==> src/rtl/sparse_pkg.sv <==
// Shared parameters, lane types and the packed output-vector record for sparse_index_packer.
package sparse_pkg;

  localparam int VEC_LEN   = 4;
  localparam int MAX_INDEX = 15;
  localparam int IDX_W     = $clog2(MAX_INDEX);
  localparam int DATA_W    = 8;
  localparam int ROWS      = 16;
  localparam int COLS      = 16;
  localparam int CNT_W     = $clog2(VEC_LEN);
  localparam int POS_W     = $clog2(ROWS * COLS) + 2;

  typedef logic [IDX_W-1:0]  idx_t;
  typedef logic [DATA_W-1:0] val_t;

  typedef struct packed {
    idx_t [VEC_LEN-1:0] index;
    val_t [VEC_LEN-1:0] value;
    logic [VEC_LEN-1:0] mask;
    logic               last;
  } sparse_vec_t;

  typedef enum logic {
    FILL = 1'b0,
    HOLD = 1'b1
  } state_e;

endpackage

==> src/rtl/sparse_index_packer_if.sv <==
// Entry-stream input, lane-vector output and overflow status of sparse_index_packer.
interface sparse_index_packer_if;
  import sparse_pkg::*;

  logic               in_valid;
  logic               in_ready;
  idx_t               in_index;
  val_t               in_value;
  logic               in_last;
  logic               out_valid;
  logic               out_ready;
  idx_t [VEC_LEN-1:0] out_index;
  val_t [VEC_LEN-1:0] out_value;
  logic [VEC_LEN-1:0] out_mask;
  logic               out_last;
  logic               err_overflow;

  modport master (
    output in_valid, in_index, in_value, in_last, out_ready,
    input  in_ready, out_valid, out_index, out_value, out_mask, out_last, err_overflow
  );

  modport slave (
    input  in_valid, in_index, in_value, in_last, out_ready,
    output in_ready, out_valid, out_index, out_value, out_mask, out_last, err_overflow
  );

endinterface

==> src/rtl/sparse_pos_checker.sv <==
// Running tile-position tracker; raises a sticky flag once a tile runs past ROWS*COLS.
module sparse_pos_checker
  import sparse_pkg::*;
(
  input  logic clk,
  input  logic rst,
  input  logic beat_i,
  input  idx_t index_i,
  input  logic last_i,
  output logic err_o
);

  logic [POS_W-1:0] pos_q, pos_d, pos_upd;
  logic             err_q, err_d;

  always_comb begin
    pos_upd = pos_q + POS_W'(index_i) + POS_W'(1);
    pos_d   = pos_q;
    err_d   = err_q;
    if (beat_i) begin
      pos_d = last_i ? '0 : pos_upd;
      if (pos_upd > POS_W'(ROWS * COLS)) err_d = 1'b1;
    end
  end

  always_ff @(posedge clk) begin
    if (rst) begin
      pos_q <= '0;
      err_q <= 1'b0;
    end else begin
      pos_q <= pos_d;
      err_q <= err_d;
    end
  end

  assign err_o = err_q;

endmodule

==> src/rtl/sparse_index_packer.sv <==
// Packs (zero-run index, value) entries into VEC_LEN-lane vectors with mask and tile-last.
// Optional bound check: define SPARSE_PACK_BOUND_CHECK_EN to enable err_overflow.
module sparse_index_packer
  import sparse_pkg::*;
(
  input  logic                  clk,
  input  logic                  rst,
  sparse_index_packer_if.slave  bus_if
);

  state_e              state_q, state_d;
  logic [CNT_W-1:0]    cnt_q, cnt_d;
  sparse_vec_t         asm_q, asm_d;
  sparse_vec_t         out_q, out_d;
  logic                out_vld_q, out_vld_d;
  sparse_vec_t         merged;
  logic                accept, complete, out_free;

  assign bus_if.in_ready = (state_q == FILL);
  assign accept   = bus_if.in_valid && (state_q == FILL);
  assign complete = (cnt_q == CNT_W'(VEC_LEN - 1)) || bus_if.in_last;
  assign out_free = !out_vld_q || bus_if.out_ready;

  // Lanes above the incoming one are forced to zero, so stale assembly data never leaks as padding.
  always_comb begin
    merged = '0;
    for (int i = 0; i < VEC_LEN; i++) begin
      if (i < int'(cnt_q)) begin
        merged.index[i] = asm_q.index[i];
        merged.value[i] = asm_q.value[i];
        merged.mask[i]  = 1'b1;
      end else if (i == int'(cnt_q)) begin
        merged.index[i] = bus_if.in_index;
        merged.value[i] = bus_if.in_value;
        merged.mask[i]  = 1'b1;
      end
    end
    merged.last = bus_if.in_last;
  end

  always_comb begin
    state_d   = state_q;
    cnt_d     = cnt_q;
    asm_d     = asm_q;
    out_d     = out_q;
    out_vld_d = out_vld_q && !bus_if.out_ready;
    unique case (state_q)
      FILL: begin
        if (accept) begin
          asm_d = merged;
          if (!complete) begin
            cnt_d = cnt_q + CNT_W'(1);
          end else if (out_free) begin
            out_d     = merged;
            out_vld_d = 1'b1;
            cnt_d     = '0;
          end else begin
            state_d = HOLD;
          end
        end
      end
      HOLD: begin
        if (out_free) begin
          out_d     = asm_q;
          out_vld_d = 1'b1;
          cnt_d     = '0;
          state_d   = FILL;
        end
      end
      default: state_d = FILL;
    endcase
  end

  always_ff @(posedge clk) begin
    if (rst) begin
      state_q   <= FILL;
      cnt_q     <= '0;
      out_q     <= '0;
      out_vld_q <= 1'b0;
    end else begin
      state_q   <= state_d;
      cnt_q     <= cnt_d;
      out_q     <= out_d;
      out_vld_q <= out_vld_d;
    end
  end

  always_ff @(posedge clk) begin
    asm_q <= asm_d;
  end

  assign bus_if.out_valid = out_vld_q;
  assign bus_if.out_index = out_q.index;
  assign bus_if.out_value = out_q.value;
  assign bus_if.out_mask  = out_q.mask;
  assign bus_if.out_last  = out_q.last;

`ifdef SPARSE_PACK_BOUND_CHECK_EN
  logic err_w;

  sparse_pos_checker u_pos_checker (
    .clk     (clk),
    .rst     (rst),
    .beat_i  (accept),
    .index_i (bus_if.in_index),
    .last_i  (bus_if.in_last),
    .err_o   (err_w)
  );

  assign bus_if.err_overflow = err_w;
`else
  assign bus_if.err_overflow = 1'b0;
`endif

endmodule
==> src/flat_wrapper.sv <==
// flat-port wrapper written by rule: the top's interface ports become plain ports
module sparse_index_packer_flat import sparse_pkg::*;
  (clk, rst, bus_if_in_valid, bus_if_in_index, bus_if_in_value, bus_if_in_last, bus_if_out_ready, bus_if_in_ready, bus_if_out_valid, bus_if_out_index, bus_if_out_value, bus_if_out_mask, bus_if_out_last, bus_if_err_overflow);
  sparse_index_packer_if bus_if_i ();
  input  logic clk;
  input  logic rst;
  input wire logic [$bits(bus_if_i.in_valid)-1:0] bus_if_in_valid;
  input wire logic [$bits(bus_if_i.in_index)-1:0] bus_if_in_index;
  input wire logic [$bits(bus_if_i.in_value)-1:0] bus_if_in_value;
  input wire logic [$bits(bus_if_i.in_last)-1:0] bus_if_in_last;
  input wire logic [$bits(bus_if_i.out_ready)-1:0] bus_if_out_ready;
  output wire logic [$bits(bus_if_i.in_ready)-1:0] bus_if_in_ready;
  output wire logic [$bits(bus_if_i.out_valid)-1:0] bus_if_out_valid;
  output wire logic [$bits(bus_if_i.out_index)-1:0] bus_if_out_index;
  output wire logic [$bits(bus_if_i.out_value)-1:0] bus_if_out_value;
  output wire logic [$bits(bus_if_i.out_mask)-1:0] bus_if_out_mask;
  output wire logic [$bits(bus_if_i.out_last)-1:0] bus_if_out_last;
  output wire logic [$bits(bus_if_i.err_overflow)-1:0] bus_if_err_overflow;
  assign bus_if_i.in_valid = bus_if_in_valid;
  assign bus_if_i.in_index = bus_if_in_index;
  assign bus_if_i.in_value = bus_if_in_value;
  assign bus_if_i.in_last = bus_if_in_last;
  assign bus_if_i.out_ready = bus_if_out_ready;
  assign bus_if_in_ready = bus_if_i.in_ready;
  assign bus_if_out_valid = bus_if_i.out_valid;
  assign bus_if_out_index = bus_if_i.out_index;
  assign bus_if_out_value = bus_if_i.out_value;
  assign bus_if_out_mask = bus_if_i.out_mask;
  assign bus_if_out_last = bus_if_i.out_last;
  assign bus_if_err_overflow = bus_if_i.err_overflow;
  sparse_index_packer u_core (.clk(clk), .rst(rst), .bus_if(bus_if_i));
endmodule
==> config.mk <==
export PLATFORM = sky130hd
export DESIGN_NAME = sparse_index_packer_flat
export DESIGN_NICKNAME = d
export VERILOG_FILES = /design/src/rtl/sparse_pkg.sv /design/src/rtl/sparse_index_packer_if.sv /design/src/rtl/sparse_pos_checker.sv /design/src/rtl/sparse_index_packer.sv /design/src/flat_wrapper.sv
export SDC_FILE = /design/constraint.sdc
export NUM_CORES = 1
export LEC_CHECK = 0
export CORE_MARGIN = 5
export CORE_UTILIZATION = 40
export CTS_CLUSTER_DIAMETER = 100
export DETAILED_ROUTE_END_ITERATION = 8
export SYNTH_ARGS = -nofsm -noshare
export SYNTH_HDL_FRONTEND = slang
export SYNTH_HIERARCHICAL = 1
export SYNTH_SLANG_ARGS = --single-unit
==> constraint.sdc <==
create_clock -name clk -period 5.3 [get_ports clk]
set_input_delay 1.06 -clock clk [delete_from_list [all_inputs] [get_ports clk]]
set_output_delay 1.06 -clock clk [all_outputs]
set_load 0.02 [all_outputs]
==> impl_metrics.json <==
{
  "r2r_cells": 7,
  "synth_area_sq_mm": 0.004822,
  "yosysUniqueCellTypes": 33,
  "worstMarginPinSlew_ps": 883.0,
  "hold_end": "u_core/bus_if.out_value[7]",
  "fillCellCount": 1125,
  "yosysTopAreaCell": "edfxtp_1",
  "globalplace.congestion": 0.7409,
  "num_vias": 3469,
  "fmax_ghz": 0.3101,
  "syn-num-nets": 493,
  "synth_area_leaders": "edfxtp_1, dfxtp_1, nor2_1",
  "dieArea_sq_mm": 0.01435,
  "reg2reg_to": "u_core/bus_if.out_value[24]",
  "multi_input_area_sq_mm": 0.001867,
  "status": "finished clean",
  "max-cap-violations": 0,
  "ant_nets": 0,
  "synth_common_cells": "nor2_1, nand2_1, dfxtp_1, edfxtp_1, a211oi_1",
  "hold_buffers": 0,
  "min_from": "u_core/bus_if.out_value[7]",
  "antenna-diode-count": 0,
  "peakVddDrop_mv": 0.1610,
  "yosysWarnings": 6,
  "port_buffers": 71,
  "holdPathStages": 2,
  "power.net_switching_uw": 438.0,
  "fin_crit_sh_pct": 60.84,
  "critPathRequiredTime_ps": 5540,
  "fin_tns_setup_ps": 0,
  "swShare_pct": 23.80,
  "ys_seq_area_share_pct": 56.05,
  "internal-power_uw": 1402,
  "cp_cell_sequence": "ha_1 -> buf_4 -> o21a_2 -> o21a_2 -> buf_4 -> nor2_1 -> a211oi_1",
  "syn_inst": 470,
  "hold_viol_final": 0,
  "slowest_delay_ps": 900,
  "antenna_found_initial": 0,
  "drt-initial-drc-count": 205,
  "hpwl_um": 7477,
  "cts_sinks": 109,
  "critPathSlowestCell": "dfxtp_1",
  "seqPwrFrac_pct": 52.1,
  "insertion_delay_ps": 340,
  "dieHeight_um": 119.8,
  "slew_headroom_pct": 41.05,
  "yosys_register_bits": 109,
  "core_sq_mm": 0.01191,
  "wl_per_cell_um": 17.25,
  "cts_resized": 0,
  "reg2reg_from": "u_core/cnt_q[1]",
  "rows": 40,
  "h-tree-depth": 3,
  "post-synth-top-count-cell": "nor2_1",
  "end_kind": "register",
  "worstPathArrival_ps": 3470,
  "crit_family": "compound AO/OA/AOI/OAI gates",
  "avgSynthCellArea_sq_um": 10.26,
  "total_power_uw": 1840,
  "cts_buffers": 9,
  "start_util_pct": 40.48,
  "synth_ff_type": "dfxtp_1",
  "cellPowerDensity_mw_per_mm2": 316.7,
  "final-max-slew-violation-count": 0,
  "grtUsageTotal_pct": 16.54,
  "clockPowerShare_pct": 35.5,
  "path_buf_inv": 2,
  "nets": 542,
  "cts_setup_buffers": 0,
  "drc_errors": 0,
  "synth_edf_count": 52,
  "synth.top_cell.area_share_pct": 32.38,
  "cts_tree": "built",
  "comb_power_share_pct": 12.4,
  "syn2layout_area_growth_pct": 20.50,
  "via_per_inst": 5.170,
  "start_kind": "register",
  "rsz0062_at_grt": "false",
  "hp-class": "register to register",
  "path_class": "register to register",
  "cellLeakagePower_uw": 0.002083,
  "die_w_um": 119.8,
  "first_global_vias": 3383,
  "r2r_slack_ps": 2080,
  "drt_first_pass_iters": 5,
  "register_area_sq_mm": 0.002703,
  "fin_skew_ps": 4.392,
  "clk_pin_slew_worst_paths_ps": 70,
  "root_buffer": "clkbuf_16",
  "min_period_ps": 3224,
  "clockBufferDepth": 2,
  "grt_first_pass_wirelength_um": 18550,
  "io_pins": 73,
  "drive_above_1_share_pct": 9.160,
  "synth-async-reset-ratio_pct": 0,
  "grt_max_degree": 58,
  "worstPathMaxFanout": 35,
  "grt_overflow": 0,
  "totalWireLength_um": 11570,
  "setup_violations": 0
}
per-layer routing:
layer / up-vias / global-route usage (%) / share of wire (%)
li1: 1751 / - / -
met1: 1630 / 22.33 / 45
met2: 80 / 26.94 / 49
met3: 8 / 2.403 / 4.9
met4: 0 / 6.299 / 0.98
met5: - / 0 / 0
worst max-delay path by stage:
| stage | start | endpoint | slack, ps | depth (start not counted) |
|---|---|---|---|---|
| after floorplan | bus_if_in_valid | u_core/cnt_q[0] | 1250 | 3 |
| after CTS | u_core/cnt_q[1] | u_core/bus_if.out_value[24] | 2070 | 7 |
| final | u_core/cnt_q[1] | u_core/bus_if.out_value[24] | 2080 | 7 |
| after global placement | bus_if_in_last | u_core/bus_if.out_value[24] | 2020 | 6 |
| after detailed placement | bus_if_in_last | u_core/bus_if.out_value[24] | 1910 | 6 |
| after global routing | u_core/cnt_q[1] | u_core/bus_if.out_value[24] | 1780 | 7 |
cells by family (layout without fill, tap and decap cells):
logic type	after synthesis	count (layout)	synth area share, %
other cells	1	1	0.07777
flops	109	109	56.05
compound gates	98	98	14.19
simple gates	186	186	16.79
mux	27	27	5.942
fa+ha+maj	6	6	1.557
buf+inv	43	97	5.397
flip-flops by register name (all words and copies together) (netlist names):
register / flops
u_core/asm_q: 52
u_core/bus_if.out_index: 16
u_core/bus_if.out_last: 1
u_core/bus_if.out_mask: 4
u_core/bus_if.out_valid: 1
u_core/bus_if.out_value: 32
u_core/cnt_q: 2
u_core/state_q: 1
tightest hold or removal path, cell delays in order, from the launching register on:
cell and delay, ps:
dfxtp_1 310, nand2_1 50, a21oi_1 50
power groups by stage:
stage | registers [uW] | logic (uW) | clock network [uW]
floorplan | 1000 | 108 | 0
global placement | 975 | 228 | 0
detailed placement | 977 | 231 | 0
CTS | 959 | 232 | 672
global route | 964 | 248 | 703
finish | 958 | 229 | 653
final cells by class:
cell class / count / share of cell area [%]
clock buffer: 16 / 5.017
tap: 147 / 3.165
multi-input combinational: 318 / 32.13
inverter: 4 / 0.2584
timing repair buffer: 77 / 12.92
sequential: 109 / 46.51
per-stage QoR:
step / hold WS [ps] / cells / area, sq um / setup WS [ps] / util, %
floorplan: 522.9 / 470 / 4822 / 1247 / -
global placement: 443.4 / 655 / 5519 / 2022 / 46.33
detailed placement: 443.2 / 655 / 5519 / 1912 / 46.33
CTS: 452.8 / 671 / 5811 / 2069 / 48.78
global route: 475.1 / 671 / 5811 / 1776 / 48.78
finish: 448.8 / 671 / 5811 / 2076 / 48.78
placed cells by master, fill, tap and decap left out, types with 2 or more instances in the layout:
| master | n |
|---|---|
| a211oi_1 | 30 |
| a211oi_2 | 9 |
| a21oi_1 | 15 |
| and2_1 | 12 |
| buf_4 | 6 |
| clkbuf_1 | 3 |
| clkbuf_16 | 9 |
| clkbuf_8 | 4 |
| clkdlybuf4s50_1 | 70 |
| dfxtp_1 | 57 |
| edfxtp_1 | 52 |
| ha_1 | 6 |
| inv_1 | 3 |
| mux2_2 | 13 |
| mux2i_1 | 14 |
| nand2_1 | 64 |
| nand2b_1 | 13 |
| nor2_1 | 66 |
| nor3_1 | 25 |
| o211ai_1 | 13 |
| o21a_2 | 2 |
| o21ai_0 | 26 |
| or2_1 | 2 |
(Power assumes the default switching activity.)
